## config.mk

```make
export PLATFORM = sky130hd
export DESIGN_NAME = sr_cmd_arbiter
export DESIGN_NICKNAME = d
export VERILOG_FILES = /design/src/rtl/sr_cmd_pkg.sv /design/src/rtl/sr_flag_cell.sv /design/src/rtl/sr_cmd_arbiter.sv
export SDC_FILE = /design/constraint.sdc
export NUM_CORES = 1
export LEC_CHECK = 0
export CAP_MARGIN = 20
export CORE_UTILIZATION = 50
export DETAILED_ROUTE_END_ITERATION = 8
export GPL_TIMING_DRIVEN = 0
export PLACE_DENSITY = 0.9
export SYNTH_ARGS = -nofsm -noshare
export SYNTH_HDL_FRONTEND = slang
export SYNTH_SLANG_ARGS = --single-unit
```

## constraint.sdc

```tcl
create_clock -name clk -period 4.4 [get_ports clk]
set_input_delay 0.66 -clock clk [delete_from_list [all_inputs] [get_ports clk]]
set_output_delay 0.66 -clock clk [all_outputs]
set_load 0.1 [all_outputs]
```

## src/rtl/sr_cmd_pkg.sv

```systemverilog
// Shared definitions for the SR command arbiter: op encodings and the
// packed command word held in the arbiter's one-entry command register.
package sr_cmd_pkg;

   // Widest flag index the arbiter supports (NFLAG up to 32).
   localparam int IDX_MAX_W = 5;

   // {s,r} command encoding as seen on req_op.
   typedef enum logic [1:0] {
      OP_HOLD = 2'b00,
      OP_RST  = 2'b01,
      OP_SET  = 2'b10,
      OP_ILL  = 2'b11
   } op_e;

   // One latched command: target flag index and operation.
   typedef struct packed {
      logic [IDX_MAX_W-1:0] idx;
      op_e                  op;
   } cmd_t;

endpackage

```

## src/rtl/sr_flag_cell.sv

```systemverilog
// Single clocked SR flag cell. {s,r} = 10 sets, 01 clears, 00 holds.
// Both high: holds by default; toggles when SR_CMD_ARBITER_TOGGLE_EN is
// defined (JK behaviour).
module sr_flag_cell (
   input  logic clk,
   input  logic rst_n,
   input  logic s,
   input  logic r,
   output logic q,
   output logic q_bar
);

   // Flag state update from the s/r strobes.
   // NOTE: sequential state is written with non-blocking assignments only,
   // so every flop samples pre-edge values regardless of block ordering.
   always_ff @(posedge clk or negedge rst_n) begin
      if (!rst_n) begin
         q <= 1'b0;
      end else begin
         case ({s, r})
            2'b10:   q <= 1'b1;
            2'b01:   q <= 1'b0;
`ifdef SR_CMD_ARBITER_TOGGLE_EN
            2'b11:   q <= ~q;
`else
            2'b11:   q <= q;
`endif
            default: q <= q;
         endcase
      end
   end

   assign q_bar = ~q;

endmodule

```

## src/rtl/sr_cmd_arbiter.sv

```systemverilog
// Round-robin arbiter feeding a bank of SR flag cells through a one-entry
// command register. A command accepted on edge N is applied on edge N+1.
// Optional feature: define SR_CMD_ARBITER_TOGGLE_EN to make op 11 a toggle
// instead of an illegal command counted in err_cnt.
module sr_cmd_arbiter
   import sr_cmd_pkg::*;
#(
   parameter int NREQ  = 4,
   parameter int NFLAG = 8
) (
   input  logic                             clk,
   input  logic                             rst_n,
   input  logic [NREQ-1:0]                  req_valid,
   output logic [NREQ-1:0]                  req_ready,
   input  logic [NREQ*$clog2(NFLAG)-1:0]    req_idx,
   input  logic [NREQ*2-1:0]                req_op,
   output logic [NFLAG-1:0]                 flag_q,
   output logic [NFLAG-1:0]                 flag_qb,
   output logic                             err_pulse,
   output logic [7:0]                       err_cnt
);

   localparam int IW = $clog2(NFLAG);
   localparam int PW = $clog2(NREQ);

   logic [PW-1:0]    rr_ptr;
   logic [PW-1:0]    gnt_idx;
   logic             gnt_found;
   int               cand;
   logic             accept;
   logic [IW-1:0]    sel_idx;
   logic [1:0]       sel_op;
   logic             cmd_valid;
   cmd_t             cmd_q;
   logic [NFLAG-1:0] s_vec;
   logic [NFLAG-1:0] r_vec;

   // Round-robin search: first valid requester at or after rr_ptr.
   // NOTE: every variable gets a default at the top of the block so no path
   // leaves it unassigned, which would otherwise infer a latch.
   always_comb begin
      gnt_found = 1'b0;
      gnt_idx   = '0;
      cand      = 0;
      for (int k = 0; k < NREQ; k++) begin
         cand = int'(rr_ptr) + k;
         if (cand >= NREQ) cand = cand - NREQ;
         if (!gnt_found && req_valid[cand]) begin
            gnt_found = 1'b1;
            gnt_idx   = PW'(cand);
         end
      end
   end

   // Grants are suppressed while reset is held so nothing is offered early.
   assign req_ready = (rst_n && gnt_found) ? (NREQ'(1) << gnt_idx) : '0;
   assign accept    = |req_ready;
   assign sel_idx   = req_idx[gnt_idx*IW +: IW];
   assign sel_op    = req_op[gnt_idx*2 +: 2];

   // Pointer advances past the granted requester only when a command is taken.
   always_ff @(posedge clk or negedge rst_n) begin
      if (!rst_n) begin
         rr_ptr <= '0;
      end else if (accept) begin
         rr_ptr <= (gnt_idx == PW'(NREQ - 1)) ? '0 : gnt_idx + 1'b1;
      end
   end

   // One-entry command register; refilled every accepting cycle, no stall.
   always_ff @(posedge clk or negedge rst_n) begin
      if (!rst_n) begin
         cmd_valid <= 1'b0;
         cmd_q     <= '0;
      end else begin
         cmd_valid <= accept;
         if (accept) begin
            cmd_q.idx <= IDX_MAX_W'(sel_idx);
            cmd_q.op  <= op_e'(sel_op);
         end
      end
   end

   // Decode the latched command into s/r strobes for the addressed cell only.
   always_comb begin
      s_vec = '0;
      r_vec = '0;
      for (int i = 0; i < NFLAG; i++) begin
         if (cmd_valid && (cmd_q.idx == IDX_MAX_W'(i))) begin
            s_vec[i] = cmd_q.op[1];
            r_vec[i] = cmd_q.op[0];
         end
      end
   end

   for (genvar g = 0; g < NFLAG; g++) begin : g_cell
      sr_flag_cell u_cell (
         .clk   (clk),
         .rst_n (rst_n),
         .s     (s_vec[g]),
         .r     (r_vec[g]),
         .q     (flag_q[g]),
         .q_bar (flag_qb[g])
      );
   end

`ifdef SR_CMD_ARBITER_TOGGLE_EN
   // op 11 is a legal toggle in this build: no error reporting.
   assign err_pulse = 1'b0;
   assign err_cnt   = 8'd0;
`else
   logic       err_pulse_q;
   logic [7:0] err_cnt_q;

   // Flag an illegal op as it is applied; count saturates at 255.
   always_ff @(posedge clk or negedge rst_n) begin
      if (!rst_n) begin
         err_pulse_q <= 1'b0;
         err_cnt_q   <= 8'd0;
      end else begin
         err_pulse_q <= cmd_valid && (cmd_q.op == OP_ILL);
         if (cmd_valid && (cmd_q.op == OP_ILL) && (err_cnt_q != 8'hFF)) begin
            err_cnt_q <= err_cnt_q + 8'd1;
         end
      end
   end

   assign err_pulse = err_pulse_q;
   assign err_cnt   = err_cnt_q;
`endif

endmodule

```

==> Word level (Yosys, flattened, before mapping) <==
Cells that the tools add are included.
{ "totals": {"wordCells": 146, "ff_bits": 25, "output_inout_bits": 29, "input_bits": 26} }
{ "op_classes": {"multipliers": 1, "n_mux": 50, "shift": 3, "n_bitwise": 8, "n_reduce_logical": 27, "n_lt_le_gt_ge": 8, "eq_ne": 26, "add_sub_neg": 9} }
{ "op_table": {"columns": ["operator", "count"], "rows": [
  ["$lt A32 B4 Y1 const B", 4],
  ["$mux W32", 4],
  ["$mux W1", 28],
  ["$eq A2 B2 Y1 const B", 10],
  ["$eq A2 B1 Y1 const B", 8],
  ["$pmux W1 S2", 8],
  ["$reduce_bool A2 Y1", 8],
  ["$logic_and A1 B1 Y1", 14],
  ["$eq A3 B3 Y1 const B", 4],
  ["$shiftx A12 B5 Y3", 1],
  ["$sub A3 B3 Y4 const B", 3],
  ["$mux W2", 5],
  ["$ge A3 B3 Y1 const B", 3],
  ["$add A8 B1 Y8 const B", 1],
  ["$bmux W1 S2", 4],
  ["$ne A8 B8 Y1 const B", 1],
  ["$not A1 Y1", 8],
  ["$shiftx A8 B4 Y2", 1],
  ["$add A2 B2 Y3 const B", 2],
  ["$eq A3 B2 Y1 const B", 2],
  ["$logic_not A5 Y1", 1],
  ["$mul A2 B2 Y4 const B", 1],
  ["$mux W4", 1],
  ["$reduce_or A4 Y1", 1],
  ["7 further kinds", 9]
]} }

==> Logic depth before layout (Yosys ltp) <==
{ "depth": {"ltp_word": 18, "ltp_mapped": 9} }

==> Modules after synthesis <==
Synthesis repeated with hierarchy kept, for this count alone.
{ "hier_totals": {"hier_cells": 152, "area_unflattened_um2": 1555.2} }
{ "modules_own_cells": {"columns": ["mod", "cells_per_inst", "area_per_inst_um2", "n_inst"], "rows": [
  ["sr_cmd_arbiter", 112, 1114.8, 1],
  ["sr_flag_cell", 5, 55.1, 8]
]} }

==> Worst setup path after synthesis <==
Ideal clock, no wire load.
{ "synth_timing": {"path_type": "input -> output", "from": "input req_valid[2]", "to": "output req_ready[1]", "slack_ps": 924, "cell_stages": 5, "t_required_ps": 3740, "arrival_time_ps": 2816, "n_path_buf": 1, "cell_sequence": "and2_2 a221oi_4 buf_8 nand2_1 nor2_1"} }
{ "synth_via": {"elab_chain_cells": 15} }
{ "synth_rtl": {"columns": ["element", "line_no", "text"], "rows": [
  ["from (decl)", "sr_cmd_arbiter.sv:13", "input logic [NREQ-1:0] req_valid,"],
  ["$bmux W1 S2", "sr_cmd_arbiter.sv:48", "if (!gnt_found && req_valid[cand]) begin"],
  ["$mux W1 (implied by the code) (2 in a row)", "sr_cmd_arbiter.sv:48", null],
  ["$mux W1", "sr_cmd_arbiter.sv:48", null],
  ["$logic_not A1 Y1", "sr_cmd_arbiter.sv:48", null],
  ["$logic_and A1 B1 Y1", "sr_cmd_arbiter.sv:48", null],
  ["$mux W1", "sr_cmd_arbiter.sv:48", null],
  ["$logic_not A1 Y1", "sr_cmd_arbiter.sv:48", null],
  ["$logic_and A1 B1 Y1", "sr_cmd_arbiter.sv:48", null],
  ["$mux W1", "sr_cmd_arbiter.sv:48", null],
  ["$logic_not A1 Y1", "sr_cmd_arbiter.sv:48", null],
  ["$logic_and A1 B1 Y1", "sr_cmd_arbiter.sv:48", null],
  ["$mux W2 / $mux W1 (equally long branches)", "sr_cmd_arbiter.sv:48", null],
  ["$shl A1 B2 Y4 / $logic_and A1 B1 Y1 (equally long branches)", "sr_cmd_arbiter.sv:56", "assign req_ready = (rst_n && gnt_found) ? (NREQ'(1) << gnt_idx) : '0;"],
  ["$mux W4 (*)", "sr_cmd_arbiter.sv:56", null],
  ["to (decl)", "sr_cmd_arbiter.sv:14", "output logic [NREQ-1:0] req_ready,"]
]} }
Every way passes the cells marked *; elsewhere a longest branch is shown, timed or not. The select of a mux whose other input is x is not followed.

==> Final worst setup path <==
Ends and elaborated chain as after synthesis.

==> reports/results.txt <==
outcome = finished clean
ant diodes = 0
first-pass GRT wire length = 5160 um
GRT Util Overall = 19.5%
Slowest cell on crit path = clkdlybuf4s50_1
CP peak stage delay = 1.15 ns
fmax = 243 MHz
cts bufs inserted = 3
clk slew on worst S/H paths = 0.13 ns
hold buffer count at cts = 0
syn nets = 211
post-DP HPWL = 2600 um
Hold Crit Start = err_cnt[7]
DRC violation count after routing = 0
gr busiest metal = met2
CORE AREA = 0.00313 sq mm
RSZ-0062 raised after global routing = false
total number of H-tree levels = 1
area share of the largest cell type after synthesis = 37.3%
die height = 60.0 um
Post-Synthesis Cells = 175
synth warn = 0
final WL = 3030 um
worst skew pair latency = 0.31 ns
Worst Path Required = 3.74 ns
Worst Slack Setup Final = 0.287 ns
Nets = 271
met2 Usage GRT = 37.5%
largest net degree at the start of global routing = 16
Post-CTS Setup Bufs = 0
Worst-Margin Slew = 0.995 ns
placed cell area = 0.00229 sq mm
Final Cycle Share = 93.5%
DIE WIDTH = 60.0 um
Port Buffers = 54
Fin. Hold Viols = 0
Starting Density = 53.7%
crit path cell chain = clkdlybuf4s50_1, and2_2, a221oi_4, buf_8, nand2_1, nor2_1, clkdlybuf4s50_1
Yosys top cell by area = dfrtp_1
flops & latches, synth = 25
io pins = 55
final setup vio count = 0
crit end category = output port
EDFF count, synth = 0
asr flop ratio synth = 100%
Sum Neg Setup Slack = 0 ns
Setup Skew = 0.00185 ns
Netlist cell types = 34
Root Buffer = clkbuf_4
M1 GR Usage = 21.0%
RR Endpoint = cmd_q[0]
share of layout cells above drive strength 1 = 13.2%
routed length per instance = 10.9 um
Post-synth top flop = dfrtp_1
Slew headroom = 33.5%
Via Count = 1368
CP Max Fanout = 10
grt met3 use = 3.03%
CTS sink count = 25
1st-iter DRT viols = 36
WS Path Type = input port to output port
Worst Path Arrival = 3.45 ns
worst hold endpoint = err_cnt[7]
min Tclk post-route = 4.11 ns
RePlAce Congestion = 0.805
mean post-synth cell area = 9.59 sq um
DRT Pass-1 Iters = 4
hold-critical path depth = 1
register area share after synthesis = 37.3%
initial antenna violation count = 0
post-route ant nets = 0
most common cell in the netlist = dfrtp_1
leading cell types by count after synthesis = dfrtp_1, nand2_1, mux2i_1, buf_4, nor2_1
Setup WS pre-CTS = 0.289 ns
reg2reg setup slack = 1.79 ns
Area contributors post-synth = dfrtp_1, mux2i_1, ha_1, buf_4, nand2_1
Hold WC Path Type = flip-flop to flip-flop
path depth of the worst reg2reg path = 8
via count of the first global-routing pass = 1292
max-capacitance violation count = 0
Via density = 4.92
startpoint types = input port
final instance area = 0.00232 sq mm
Max Root-Sink Buffers = 2
Slew Limit Fails = 0
CTS resizes = 0
CTS tree = done
Row Count = 20
Mapped Area = 0.00168 sq mm
grt ovf = 0
P&R area growth vs syn = 38.0%
die area = 0.00359 sq mm
crit-path most repeated cell = clkdlybuf4s50_1
reg2reg start = rr_ptr[1]
==> per-layer routing <==
| metal | wire length [um] | vias to the layer above |
|---|---|---|
| met1 | 1240 | 632 |
| met4 | 63 | 0 |
| met2 | 1640 | 42 |
| li1 | - | 688 |
| met5 | 0 | - |
| met3 | 93 | 6 |
==> worst max path at each step <==
stage,start,end,slack [ns],cells past startpoint
floorplan,req_valid[2],req_ready[1],0.92,5
global placement,rst_n,req_ready[3],0.15,4
detailed placement,req_valid[2],req_ready[1],0.29,7
CTS,req_valid[2],req_ready[1],0.28,7
global route,req_valid[3],req_ready[3],0.19,7
finish,req_valid[2],req_ready[1],0.29,7
==> sequential cells by signal, summed over array words and instances (netlist names) <==
name             flops
rr_ptr               2
g_cell.u_cell.q      8
err_pulse            1
cmd_valid            1
cmd_q                5
err_cnt              8
==> cell families after synthesis <==
group	share of synthesized area, %
AO/OA/AOI/OAI	7.82
XOR/XNOR	3.65
adder cells (fa/ha/maj)	7.45
buffers and inverters	11.8
flip-flops	37.3
multiplexers	14.2
AND/OR/NAND/NOR	17.8
==> through the flow <==
step,hold WS [ns],cells,util [%]
2_1_floorplan,0.364,175,-
3_3_place_gp,0.480,273,72.7
3_5_place_dp,0.488,274,73.2
4_1_cts,0.510,278,74.1
5_1_grt,0.524,278,74.1
6_report,0.507,278,74.1
==> cell usage in the layout (no fill, tap or decap), types with 2 or more instances in the layout <==
master and count:
nor3_1 3, buf_4 16, nand2_1 22, inv_1 14, and3_1 2, nand3_1 6
clkbuf_1 2, buf_8 2, nand3b_1 2, clkdlybuf4s50_1 54, mux2_1 5, ha_1 10
nand4_1 2, xor2_1 3, mux2i_1 17, o21ai_0 7, dfrtp_1 25, nor2b_1 2
nor2_1 15, nand2b_1 3, xnor2_1 4, clkbuf_4 3
==> layout make-up <==
type,count,area (sq um)
inverters,15,56.3
multi-input cells,116,855
flip-flops and latches,25,626
fillers,228,811
repair buffers,55,556
clock buffers,3,22.5
clock inverters,1,5.00
plain buffers,19,143
well taps,44,55.1
==> critical path: cells and delay by family <==
family | cells | cell delay (ns)
AOI/OAI and AO/OA | 1 | 0.53
buffers and inverters | 3 | 1.82
and+or+nand+nor | 3 | 0.45
Power is left out: the tool's default activity adds up to more than one toggle a clock period on the data nets, which glitch-free logic cannot reach.
